File: src/rtl/controle_pkg.sv
// Shared definitions for the multi-cycle RISC-V control unit: instruction
// field encodings, FSM states, ULA input select codes and the op decoder.
package controle_pkg;

    localparam logic [6:0] OPC_LOAD  = 7'b0000011;
    localparam logic [6:0] OPC_STORE = 7'b0100011;
    localparam logic [6:0] OPC_OP    = 7'b0110011;
    localparam logic [6:0] OPC_OPIMM = 7'b0010011;

    localparam logic [2:0] F3_DWORD  = 3'b011;
    localparam logic [2:0] F3_ADD    = 3'b000;

    localparam logic [6:0] F7_ADD    = 7'b0000000;
    localparam logic [6:0] F7_SUB    = 7'b0100000;

    // ULA input select codes
    localparam logic [1:0] ENT_B = 2'd0;
    localparam logic [1:0] ENT_A = 2'd1;
    localparam logic [1:0] ENT_C = 2'd2;

    typedef enum logic [2:0] {
        OCIOSO,
        DECODIFICA,
        EXECUTA,
        MEMORIA,
        ESCRITA,
        RETIRA,
        ERRO
    } estado_t;

    typedef enum logic [2:0] {
        OP_LD,
        OP_SD,
        OP_ADD,
        OP_SUB,
        OP_ADDI,
        OP_ILEGAL
    } op_t;

    // Maps an instruction word onto one of the supported operations.
    function automatic op_t decodifica(input logic [31:0] w);
        op_t op;
        op = OP_ILEGAL;
        case (w[6:0])
            OPC_LOAD:  if (w[14:12] == F3_DWORD) op = OP_LD;
            OPC_STORE: if (w[14:12] == F3_DWORD) op = OP_SD;
            OPC_OP: begin
                if (w[14:12] == F3_ADD) begin
                    if (w[31:25] == F7_ADD)      op = OP_ADD;
                    else if (w[31:25] == F7_SUB) op = OP_SUB;
                end
            end
            OPC_OPIMM: if (w[14:12] == F3_ADD) op = OP_ADDI;
            default:   op = OP_ILEGAL;
        endcase
        return op;
    endfunction

endpackage

File: src/rtl/gerador_imediato.sv
// Extracts the I- or S-type immediate of an instruction and sign-extends it
// to the datapath width. R-type and unknown opcodes yield zero.
module gerador_imediato
    import controle_pkg::*;
#(
    parameter int unsigned XLEN = 64
) (
    input  logic [31:0]     instr,
    output logic [XLEN-1:0] imm
);

    logic unused_bits;
    assign unused_bits = ^instr[19:12];

    // Immediate format is chosen by opcode alone.
    always_comb begin
        imm = '0;
        case (instr[6:0])
            OPC_LOAD, OPC_OPIMM: imm = {{(XLEN-12){instr[31]}}, instr[31:20]};
            OPC_STORE:           imm = {{(XLEN-12){instr[31]}}, instr[31:25], instr[11:7]};
            default:             imm = '0;
        endcase
    end

endmodule

File: src/rtl/unidade_controle_multiciclo.sv
// Multi-cycle control unit for the ld/sd/add/sub/addi RISC-V datapath.
// Every output is registered: each state's combinational decision is
// captured on the edge that leaves that state, so a state's effects are
// visible during the cycle after it.
module unidade_controle_multiciclo
    import controle_pkg::*;
#(
    parameter int unsigned     XLEN     = 64,
    parameter logic [XLEN-1:0] PC_RESET = '0,
    parameter int unsigned     PC_STEP  = 4
) (
    input  logic            clk,
    input  logic            rst_n,
    input  logic            instr_valid,
    input  logic [31:0]     instr,
    output logic            instr_ready,
    output logic [4:0]      Ra,
    output logic [4:0]      Rb,
    output logic [4:0]      Rw,
    output logic            WeR,
    output logic            WeM,
    output logic [XLEN-1:0] constante,
    output logic            soma_ou_subtrai,
    output logic            subtraindo,
    output logic [1:0]      escolhe_entrada1,
    output logic [1:0]      escolhe_entrada2,
    output logic            sel_dinR,
    output logic [XLEN-1:0] pc,
    output logic            done,
    output logic            illegal
);

    localparam logic [XLEN-1:0] PASSO = XLEN'(PC_STEP);

    estado_t         estado, prox_estado;
    logic [31:0]     instr_q;
    logic [XLEN-1:0] imm;
    op_t             op;
    logic            aceita;

    logic            nx_ready;
    logic [4:0]      nx_ra, nx_rb, nx_rw;
    logic            nx_wer, nx_wem;
    logic [XLEN-1:0] nx_constante;
    logic            nx_soma, nx_sub;
    logic [1:0]      nx_e1, nx_e2;
    logic            nx_sel_din;
    logic [XLEN-1:0] nx_pc;
    logic            nx_done, nx_illegal;

    gerador_imediato #(.XLEN(XLEN)) u_imediato (
        .instr (instr_q),
        .imm   (imm)
    );

    assign op     = decodifica(instr_q);
    assign aceita = (estado == OCIOSO) && instr_valid && instr_ready;

    // State, latched instruction and registered outputs.
    always_ff @(posedge clk) begin
        if (!rst_n) begin
            estado           <= OCIOSO;
            instr_q          <= '0;
            instr_ready      <= 1'b1;
            Ra               <= '0;
            Rb               <= '0;
            Rw               <= '0;
            WeR              <= 1'b0;
            WeM              <= 1'b0;
            constante        <= '0;
            soma_ou_subtrai  <= 1'b0;
            subtraindo       <= 1'b0;
            escolhe_entrada1 <= '0;
            escolhe_entrada2 <= '0;
            sel_dinR         <= 1'b0;
            pc               <= PC_RESET;
            done             <= 1'b0;
            illegal          <= 1'b0;
        end else begin
            estado           <= prox_estado;
            if (aceita) instr_q <= instr;
            instr_ready      <= nx_ready;
            Ra               <= nx_ra;
            Rb               <= nx_rb;
            Rw               <= nx_rw;
            WeR              <= nx_wer;
            WeM              <= nx_wem;
            constante        <= nx_constante;
            soma_ou_subtrai  <= nx_soma;
            subtraindo       <= nx_sub;
            escolhe_entrada1 <= nx_e1;
            escolhe_entrada2 <= nx_e2;
            sel_dinR         <= nx_sel_din;
            pc               <= nx_pc;
            done             <= nx_done;
            illegal          <= nx_illegal;
        end
    end

    // Next state and next output values; selects hold, pulses default low.
    always_comb begin
        prox_estado  = estado;
        nx_ready     = 1'b0;
        nx_ra        = Ra;
        nx_rb        = Rb;
        nx_rw        = Rw;
        nx_wer       = 1'b0;
        nx_wem       = 1'b0;
        nx_constante = constante;
        nx_soma      = soma_ou_subtrai;
        nx_sub       = subtraindo;
        nx_e1        = escolhe_entrada1;
        nx_e2        = escolhe_entrada2;
        nx_sel_din   = sel_dinR;
        nx_pc        = pc;
        nx_done      = 1'b0;
        nx_illegal   = 1'b0;

        case (estado)
            OCIOSO: begin
                nx_ready = 1'b1;
                if (aceita) begin
                    nx_ready    = 1'b0;
                    prox_estado = DECODIFICA;
                end
            end
            DECODIFICA: begin
                // Clear everything left over from the previous instruction.
                nx_rb        = instr_q[19:15];
                nx_ra        = instr_q[24:20];
                nx_constante = imm;
                nx_rw        = '0;
                nx_soma      = 1'b0;
                nx_sub       = 1'b0;
                nx_e1        = ENT_B;
                nx_e2        = ENT_B;
                nx_sel_din   = 1'b0;
                prox_estado  = (op == OP_ILEGAL) ? ERRO : EXECUTA;
            end
            EXECUTA: begin
                nx_soma = 1'b1;
                nx_sub  = (op == OP_SUB);
                nx_e2   = ENT_B;
                nx_e1   = ((op == OP_ADD) || (op == OP_SUB)) ? ENT_A : ENT_C;
                case (op)
                    OP_SD: begin
                        nx_wem      = 1'b1;
                        prox_estado = RETIRA;
                    end
                    OP_LD:   prox_estado = MEMORIA;
                    default: prox_estado = ESCRITA;
                endcase
            end
            MEMORIA: begin
                nx_sel_din  = 1'b1;
                prox_estado = ESCRITA;
            end
            ESCRITA: begin
                nx_rw       = instr_q[11:7];
                nx_wer      = (instr_q[11:7] != 5'd0);
                prox_estado = RETIRA;
            end
            RETIRA: begin
                nx_done     = 1'b1;
                nx_pc       = pc + PASSO;
                prox_estado = OCIOSO;
            end
            ERRO: begin
                nx_illegal  = 1'b1;
                nx_pc       = pc + PASSO;
                prox_estado = OCIOSO;
            end
            default: prox_estado = OCIOSO;
        endcase
    end

endmodule

File: config.mk
export PLATFORM = sky130hd
export DESIGN_NAME = unidade_controle_multiciclo
export DESIGN_NICKNAME = d
export VERILOG_FILES = /design/src/rtl/controle_pkg.sv /design/src/rtl/gerador_imediato.sv /design/src/rtl/unidade_controle_multiciclo.sv
export SDC_FILE = /design/constraint.sdc
export NUM_CORES = 1
export LEC_CHECK = 0
export CORE_MARGIN = 1.5
export CORE_UTILIZATION = 47
export DETAILED_ROUTE_END_ITERATION = 12
export PLACE_DENSITY_LB_ADDON = 0.2
export SYNTH_ARGS = -nofsm -noshare
export SYNTH_HDL_FRONTEND = slang
export SYNTH_SLANG_ARGS = --single-unit
File: constraint.sdc
create_clock -name clk -period 2.1 [get_ports clk]
set_input_delay 0.42 -clock clk [delete_from_list [all_inputs] [get_ports clk]]
set_output_delay 0.42 -clock clk [all_outputs]
set_load 0.02 [all_outputs]
# == Word-level counts from Yosys, hierarchy flattened ==
# Cells that the tools add are included.
# totals
ff_bits,188
word_cells,72
# op_classes
n_eq_ne,17
muxes,23
addsub,1
reduce_logical,15
# op_table
op,count
$pmux 64 s2,1
$add 64x3->64 const B,1
$eq 7x6->1 const B,3
$mux 3,7
$eq 3x2->1 const B,5
$pmux 3 s5,1
$eq 3x3->1 const B,4
$pmux 3 s4,1
$pmux 5 s2,1
$logic_not 3->1,3
$eq 7x2->1 const B,1
$eq 7x5->1 const B,1
$logic_not 7->1,1
$eq 3x1->1 const B,2
$mux 1,6
$pmux 1 s2,3
$pmux 3 s2,1
$reduce_bool 2->1,3
$reduce_bool 5->1,1
$pmux 2 s2,1
$reduce_and 2->1,2
$reduce_or 2->1,2
$logic_and 1x1->1,2
$mux 2,1
other kinds (2),2

# == Logic depth before layout (Yosys ltp) ==
# Gate-level depths: netlist (run 1).
# logic_depth
depth_word,9
mapped_depth,7

# == By module ==
# Synthesis (run 1) repeated with hierarchy kept, for this count alone.
# hier_totals
hier_cells,1028
hier_area_um2,8167.8
# modules_own_cells
mod,cells_per_inst,n_inst,area_per_inst_um2,seq_area_each_um2
unidade_controle_multiciclo,940,1,7514.7,3723.6
gerador_imediato,88,1,653.1,0.0

# == Worst setup path before layout (run 1) ==
# No wires, ideal clock.
# synth_path
kind,register to register
from,reg pc[37]
to,reg pc[63]
n_path_buf,0
arrival_time_ps,1925
setup_slack_ps,104
setup_ps,70
stages_incl_launch_ff,6
required_ps,2030
path_cell_list,dfxtp_1 -> nand4_1 -> nor4_4 -> nand3_2 -> or4_1 -> a21oi_1
# synth_via
elab_chain_len,1
# synth_rtl
element,line_no,rtl
start: declaration,unidade_controle_multiciclo.sv:28,"output logic [XLEN-1:0] pc,"
start signal: assignment,unidade_controle_multiciclo.sv:94,pc <= nx_pc;
$add 64x3->64,"unidade_controle_multiciclo.sv:165, unidade_controle_multiciclo.sv:170",
# No other way between the ends.
# A chain may end at the register's enable or synchronous reset.

==> results.txt, run 1 <==
- Outcome: complete, no violations
* Worst slack at placement: 0.04399 ns
* Fraction of layout cells with a size suffix above 1: 0.1161
* Clock latency at the later pin of the worst-skew pair: 0.42 ns
- Along the worst path, the maximum fanout reaches 54.
- The die is 117.1 um wide.
- After detailed routing, the number of vias per cell comes to 5.294.
- Clk slew on worst S/H paths: 0.06 ns
* Multiplexer area fraction after synthesis: 0
* Initial Utilization: 0.4830
* Post-placement cell count: 1054
- The HPWL after detailed placement is 11.39 mm.
- Fraction of registers with async set or reset after synthesis: 0
* Row count: 41
- Dividing the detail-routed wire length by the instance count gives 14.78 um.
- The first global-routing pass estimated 25.61 mm of wire.
- In this run the power density over the cells is 762.8 nW/um^2.
* Critical setup path kind: flip-flop to output port
- Critical R2R Launch: pc[6]$_SDFFE_PN0P_
* Synth-to-Final Area Change: 44.24%
* Antenna violation net count after detailed routing: 0
- 190 I/O pins were placed.
* Cell area after technology mapping: 6120 um^2
- The worst hold path passes through 2 cells.
- Vias in the first global route: 5461
- Port-buffer cells: 185
- Element type at the critical path end: output port
* CP arrival: 1.63 ns
- Clock tree synthesis inserted a total of 17 buffers.
* Diodes inserted: 0
* Area leader, netlist: sky130_fd_sc_hd__dfxtp_1
- Synthesis warning total: 0
- Hold/Removal Path Class: flip-flop to flip-flop
- At the pin with the least slew margin, the transition time is 0.6422 ns.
* Setup slack after layout: 0.05398 ns
- The clock arrives with 0.01326 ns of skew.
- Main combinational cell family by area after synthesis: simple AND/OR/NAND/NOR gates
- Final estimated routing congestion in global placement: 0.8522
* Main flop type after synthesis: sky130_fd_sc_hd__dfxtp_1
* Leading cell types by total area after synthesis: sky130_fd_sc_hd__dfxtp_1 44%, sky130_fd_sc_hd__nand2_1 7.7%, sky130_fd_sc_hd__buf_4 7.1%
- Among all cell types in the netlist, the one instantiated most often is sky130_fd_sc_hd__dfxtp_1.
- Count of final max-slew check failures: 0
- Remaining global-route overflow: 0
- Final std cells w/o fill: 1094
* Depth of the worst register-to-register path: 7
* End point of the most critical hold path: instr_q[1]$_SDFFE_PN0P_
- Maximum number of pins on one net before global-route repair: 55
- Highest-delay cell along the critical path: sky130_fd_sc_hd__clkdlybuf4s50_1
- The endpoint identified for the worst register-to-register timing path is pc[63]$_SDFFE_PN0P_.
- The share of the synthesized area in compound gates (AO/OA/AOI/OAI) was 0.1423.
* Die area: 13710 um^2
- Highest metal layer with signal wires: met4
- The routed design has 16.17 mm of wire.
- The worst pin sits at a relative slew slack of 0.5718.
- Layout net count: 945
* Post-CTS Hold Buffers: 0
- For this design the static power due to leakage is 3.824 nW.
- Portion of the post-synthesis area used by sequential elements: 0.4384
- Average instance area after synthesis: 8.259 um^2
- Period utilisation layout: 0.9743
- Synthesis handed over a netlist of 741 instances.
- Unrepaired setup endpoints after global routing: true
- DR DRC count: 0
* Peak ir drop on the vdd network: 0.5938 mV
* Reported max-cap violation count: 0
* Required time of the worst setup path: 1.68 ns
- The synthesized design contains 134 register bits.
- Xor/xnor share of the synthesized area: 0.04703
- Count of different cell masters after synthesis: 55
- Std-Cell Core Area: 12670 um^2
* Number of iterations in the first detailed-routing pass: 5
- Ranking of synthesized cells by instance count: 134 x sky130_fd_sc_hd__dfxtp_1, 125 x sky130_fd_sc_hd__nand2_1, 79 x sky130_fd_sc_hd__a21oi_1
- Met2 Routed Length: 8.172 mm
- For flop-to-flop paths, the worst setup slack is 0.07 ns.
- For this run, the total global-route usage over all layers was measured as 0.2368.
- Of the total synthesized cell area, the portion taken by AND, OR, NAND and NOR gates is 0.2631.
- After detailed routing, the met3 layer carries 858 um of wire.
- STA classifies the critical path startpoint as a flip-flop.
- Filler Cell Count: 1022
- In this run the vertical extent of the chip is 117.1 um.
- For this design, the sink count on the clock tree is 134.
- Post-Synth Adder-Cell Area: 0.002045
* Starting DRT DRC Count: 286
- Initial antenna violation count: 0
- Routed met1 length: 6.934 mm
- Area share of the largest cell type after synthesis: 0.4384
- Worst-path cell chain: buf_12, clkdlybuf4s50_1
* Post-synth EDFFs: 0
- Setup violations remaining at the end of the flow were counted as 0.
* Htree depth: 4
* Vias: 5792
* Highest attainable clock frequency: 488.8 MHz
- Critical hold path startpoint: instr_q[1]$_SDFFE_PN0P_
- In this run the deepest clock path goes through 2 buffers.
- Crit-path max cell delay: 0.63 ns
- Clock tree from TritonCTS: done
* Number of hold-slack violations in the final timing report: 0
- Clock period minus final worst setup slack: 2.046 ns
- Root Driver: sky130_fd_sc_hd__clkbuf_16
[worst max path at each step]
stage          depth (start not counted)                        from                  end  slack (ns)
6_report                               2  constante[62]$_SDFFE_PN0P_        constante[48]        0.05
5_1_grt                                7         pc[32]$_SDFFE_PN0P_  pc[50]$_SDFFE_PN0P_       -0.02
4_1_cts                                2  constante[62]$_SDFFE_PN0P_        constante[25]        0.01
3_5_place_dp                           6         pc[14]$_SDFFE_PN0P_  pc[32]$_SDFFE_PN0P_        0.04
3_3_place_gp                           6         pc[14]$_SDFFE_PN0P_  pc[60]$_SDFFE_PN0P_        0.09
2_1_floorplan                          5         pc[37]$_SDFFE_PN0P_  pc[63]$_SDFFE_PN0P_        0.10
[placed cells by master, fill, tap and decap left out, types with 10 or more instances in the layout]
master | netlist | routed
sky130_fd_sc_hd__clkdlybuf4s50_1 | 0 | 145
sky130_fd_sc_hd__dfxtp_1 | 134 | 130
sky130_fd_sc_hd__nand2_1 | 125 | 125
sky130_fd_sc_hd__a21oi_1 | 79 | 78
sky130_fd_sc_hd__nor2_1 | 48 | 47
sky130_fd_sc_hd__buf_4 | 58 | 47
sky130_fd_sc_hd__dlymetal6s2s_1 | 0 | 40
sky130_fd_sc_hd__nand4_1 | 25 | 25
sky130_fd_sc_hd__o21ai_0 | 25 | 25
sky130_fd_sc_hd__nand3_1 | 22 | 22
sky130_fd_sc_hd__inv_1 | 21 | 21
sky130_fd_sc_hd__or3_1 | 21 | 20
sky130_fd_sc_hd__xor2_1 | 18 | 18
sky130_fd_sc_hd__clkbuf_16 | 0 | 17
sky130_fd_sc_hd__xnor2_1 | 13 | 13
sky130_fd_sc_hd__or4_1 | 13 | 12
sky130_fd_sc_hd__and4_1 | 11 | 10
[through the flow]
step	utilization	total power, mW	hold WS, ns	setup TNS, ns	cell area, um^2
final	0.6967	6.734	0.4564	0	8827
after global routing	0.6967	6.994	0.4691	-0.1008	8827
after CTS	0.6805	6.764	0.4571	0	8622
after detailed placement	0.6320	3.706	0.4478	0	8008
after global placement	0.6320	3.679	0.4382	0	8008
after floorplan	-	3.372	0.4318	0	6131
[sequential cells by signal (all words and copies together) (netlist names)]
register	count
soma_ou_subtrai	1
constante	12
pc	62
escolhe_entrada1	2
Ra	5
Rb	5
WeR	1
illegal	1
subtraindo	1
instr_ready	1
Rw	5
done	1
instr_q	32
estado	3
WeM	1
sel_dinR	1
[report_power, final]
group	internal, mW	switching (mW)
sequential	2.67	0.102
combinational	0.345	0.544
clock	1.91	1.16
total	4.92	1.81
[worst max-delay path: cells and delay by family (launching register included)]
family   cells  cell delay, ns
buf+inv      2            0.84
flops        1            0.36
[kinds of logic after synthesis]
logic type               after synthesis
AO/OA/AOI/OAI                        149
XOR/XNOR                              32
adder cells (fa/ha/maj)                1
buffers and inverters                114
flip-flops                           134
other                                  1
AND/OR/NAND/NOR                      310
[area by class of cell]
type                    count  area (um^2)  share of cell area
clock buffers              18        439.2             0.04975
clock inverters            14        175.2             0.01984
inverters                  22        83.83            0.009497
multi-input cells         496         2829              0.3205
flip-flops and latches    134         2693              0.3050
well taps                 172        215.2             0.02438
repair buffers            238         2392              0.2710
[metal layers]
metal	GRT usage	vias up
met5	0	-
met4	0.08755	0
met3	0.05664	19
met2	0.4121	161
met1	0.2852	2746
li1	-	2866
[what timing repair did]
action                     CTS  global route
gates resized for setup      0            56
setup endpoints to repair    0            65
setup buffers                0             7
(Power assumes the default switching activity.)
==> inputs of run 2 (changes only) <==
--- a/config.mk
+++ b/config.mk
@@ -6,9 +6,10 @@
 export NUM_CORES = 1
 export LEC_CHECK = 0
 export CORE_MARGIN = 1.5
-export CORE_UTILIZATION = 47
+export CORE_UTILIZATION = 51
 export DETAILED_ROUTE_END_ITERATION = 12
 export PLACE_DENSITY_LB_ADDON = 0.2
 export SYNTH_ARGS = -nofsm -noshare
 export SYNTH_HDL_FRONTEND = slang
+export SYNTH_HIERARCHICAL = 1
 export SYNTH_SLANG_ARGS = --single-unit
==> run 2 against run 1 <==
  * Largest power group is now sequential cells
  * Synthesized cell count rose by 39%
  * Combinational power rose by 45%
  * Power rose by 25%
  * First-iteration DRC count rose by 110%
  * Design area rose by 27%
  * Setup slack got worse by 0.090 ns
  * Non-clock buffer count rose by 32
  * Sequential share of layout area rose by 3.3 points
  * Highest routed layer unchanged
  * The flow now finishes with violations (negative setup slack)
  * Core utilization rose by 1.2 points
  * Sequential power rose by 36%
==> results.txt, run 2 <==
- Violated checks: negative setup slack
* Number of clock sinks: 186
- After synthesis, the share of cell area in mux cells is 0.001225.
* Number of iterations in the first detailed-routing pass: 5
* Worst Hold Margin: 0.4502 ns
- Of all nets on the critical path, the largest fanout is 5.
- Htree depth: 4
- Routed wire length: 21.36 mm
- Main flop type after synthesis: sky130_fd_sc_hd__dfxtp_1
* Clock tree from TritonCTS: done
- The final count of hold timing violations came to 0.
- Standard cell area after detailed placement: 10430 um^2
- The setup path with the least slack is of type flip-flop to flip-flop.
- Leading cell types by total area after synthesis: sky130_fd_sc_hd__dfxtp_1 46%, sky130_fd_sc_hd__nand2_1 11%, sky130_fd_sc_hd__a21oi_1 9.2%
- Count of final max-slew check failures: 0
- Entering global routing, the biggest net connects 80 pins.
- Average instance area after synthesis: 7.945 um^2
- For the worst setup path, the data required time is 2.46 ns.
- CP arrival: 2.50 ns
- Most frequent cells in the layout: 247 x sky130_fd_sc_hd__nand2_1, 185 x sky130_fd_sc_hd__clkdlybuf4s50_1, 164 x sky130_fd_sc_hd__dfxtp_1, 147 x sky130_fd_sc_hd__a21oi_1, 76 x sky130_fd_sc_hd__buf_4
* Highest attainable clock frequency: 468.1 MHz
- Wire length of the first global-routing pass: 33.73 mm
- Sorting the synthesized cells by how often they occur yields 247 x sky130_fd_sc_hd__nand2_1, 186 x sky130_fd_sc_hd__dfxtp_1, 150 x sky130_fd_sc_hd__a21oi_1.
- The region available for standard cell placement spans 15770 um^2.
- Main combinational cell family by area after synthesis: simple AND/OR/NAND/NOR gates
- The share of the synthesized area in compound gates (AO/OA/AOI/OAI) came to 0.1484.
* Root Driver: sky130_fd_sc_hd__clkbuf_16
* Area share of the largest cell type after synthesis: 0.4559
* Diodes inserted: 0
- In the global route stage, met1 resource usage came out at 0.3227.
- In this run the tightest slew margin relative to its limit is 0.5965.
* Initial antenna violation count: 0
- Routing usage on met2: 0.4237
- The number of global-route vias before repair was 6787.
- In the synthesized netlist, the number of instances is 1028.
- Setup repair after global routing could not meet its margin everywhere.
- After detailed routing, the average wire length per cell comes to 14.94 um.
- In the final layout, the registers with the most flip-flops are constante: 64 flops, pc: 62 flops, instr_q: 32 flops.
* Die area: 16780 um^2
- Max-cap violations in this run came to 0.
* CTS Buf Count: 17
- Worst slack at placement: -0.03949 ns
- The flow ran to the end, but the final reports show violations.
- Row generation in the floorplan step produced 46 rows.
- The layer flagged by global routing as most heavily used is met2.
- Area of the multi-input gates: 3842 um^2
- Antenna violation net count after detailed routing: 0
* Post-Synth Adder-Cell Area: 0.001532
* Clock buffer depth: 2
- At the pin with the least slew margin, the transition time is 0.5974 ns.
- Remaining global-route overflow: 0
- Kind of start point of the critical path: flip-flop
* Post-detail-place hpwl: 14.72 mm
- Width of the chip: 129.6 um
- In this run, synthesis produced a sequential element count of 186.
* Fraction of layout cells with a size suffix above 1: 0.1359
* Final estimated routing congestion in global placement: 0.8880
- Starting DRT DRC Count: 587
- Top register by number of flip-flops: constante
* Post-route cell area: 11180 um^2
- Leaving out fill and tap cells, the most frequent cell in the layout is sky130_fd_sc_hd__nand2_1.
* Tot Pwr: 8.433 mW
- Peak ir drop on the vdd network: 0.6080 mV
- The clock reaches the later pin of the worst-skew pair after 0.43 ns.
* Period utilisation layout: 1.017
- Area share of and/or/nand/nor cells after synthesis: 0.2774
- Vias: 7683
- Leakage Power: 3.730 nW
- For this run, the register share of the synthesized area comes to 0.4559.
* Number of flip-flops under the largest register name: 64
- Fill cells in the final layout number 1288.
- Element type at the critical path end: flip-flop
- In this run the worst hold path is classified as flip-flop to flip-flop.
- Final cell utilization of the core: 0.7089
- By instance count, the leading cell after synthesis is sky130_fd_sc_hd__nand2_1.
- Cell area after technology mapping: 8168 um^2
* Layout net count: 1239
- Flip-flop and latch area: 3784 um^2
- Synth-to-Final Area Change: 36.87%
- Setup violations remaining at the end of the flow were counted as 3.
- Of all flip-flops after synthesis, the portion carrying an async set or reset was 0.
- Setup slack of the worst register-to-register path: -0.04 ns
* Setup slack after layout: -0.03639 ns
* Xor/xnor share of the synthesized area: 0.02466
* Setup clock skew after layout: 0.005902 ns
* Met3 Usage GRT: 0.04996
* Initial Utilization: 0.5179
- The netlist uses 53 different library cells.
- In the global route stage, overall resource usage came out at 0.2519.
- The synthesized design spends more area on one cell type than any other, namely sky130_fd_sc_hd__dfxtp_1.
* Total power per unit cell area: 754.3 nW/um^2
* Clk slew on worst S/H paths: 0.06 ns
- From bottom edge to top edge, the die measures 129.6 um.
- Counting flops with a built-in enable in the synthesized netlist gives 0.
- Count of pins on the block boundary: 190
* DR DRC count: 0
* Port-buffer cells: 185
* Synthesis warning total: 6
- Via-to-Cell Ratio: 5.373
- The routed design could run at a clock period as short as 2.136 ns.
-- run 2: cell count changes in the layout (fill, tap and decap cells not counted), moves of 7 or more --
cell,before,now
sky130_fd_sc_hd__dfxtp_2,2,9
sky130_fd_sc_hd__dlymetal6s2s_1,40,0
sky130_fd_sc_hd__clkdlybuf4s50_1,145,185
sky130_fd_sc_hd__xor2_1,18,9
sky130_fd_sc_hd__dfxtp_4,2,13
sky130_fd_sc_hd__buf_4,47,76
sky130_fd_sc_hd__nor2_1,47,38
sky130_fd_sc_hd__a21oi_1,78,147
sky130_fd_sc_hd__dfxtp_1,130,164
sky130_fd_sc_hd__nand2_1,125,247
sky130_fd_sc_hd__o31ai_1,6,13
-- run 2: report_power, final --
part	total [mW]	internal, mW	switching, mW
Clock	3.39	2.07	1.32
Sequential	3.76	3.64	0.116
Combinational	1.29	0.447	0.842
Total	8.43	6.16	2.27
-- run 2: worst paths after layout --
path | from | end | cells after the start
min | constante[45]$_SDFFE_PN0P_ | constante[45]$_SDFFE_PN0P_ | 2
min reg2reg | constante[45]$_SDFFE_PN0P_ | constante[45]$_SDFFE_PN0P_ | 2
max | pc[23]$_SDFFE_PN0P_ | pc[56]$_SDFFE_PN0P_ | 5
max reg2reg | pc[23]$_SDFFE_PN0P_ | pc[56]$_SDFFE_PN0P_ | 5
-- run 2: cell families after synthesis --
group                      count (synthesis)
other                                      1
xor gates and xnor gates                  23
buffers and inverters                    136
AOI/OAI and AO/OA                        220
muxes                                      1
adders and majority gates                  1
and+or+nand+nor                          460
DFF                                      186
-- run 2: timing repair --
item,4_1_cts,5_1_grt
hold buffers,0,0
endpoints found under the hold margin,0,0
pin swaps,2,7
buffers inserted,2,2
setup endpoints to repair,5,16
gates resized for setup,4,16
-- run 2: routing by layer --
layer	up-vias	part of all wire	routed length (um)
li1	3841	-	-
met1	3588	0.43	9148
met2	222	0.50	10600
met3	32	0.055	1173
met4	0	0.021	443
met5	-	0	0
-- run 2: through the flow --
step | setup TNS [ns] | cells
after floorplan | -38.68 | 1031
after global placement | -0.02359 | 1396
after detailed placement | -0.1140 | 1396
after CTS | -0.06418 | 1428
after global routing | -0.4396 | 1430
final | -0.08224 | 1430
-- run 2: worst max-delay path: stages, from the launching register on --
cell	delay [ns]
sky130_fd_sc_hd__dfxtp_4	0.35
sky130_fd_sc_hd__nand3_2	0.08
sky130_fd_sc_hd__or4_4	0.55
sky130_fd_sc_hd__or4_4	0.48
sky130_fd_sc_hd__or4_4	0.50
sky130_fd_sc_hd__a21oi_2	0.11
-- run 2: layout make-up --
class,count,area share
timing repair buffer,270,0.2316
sequential,186,0.3384
inverter,19,0.006603
clock buffer,25,0.04633
multi-input combinational,709,0.3437
tap,216,0.02417
clock inverter,5,0.009177
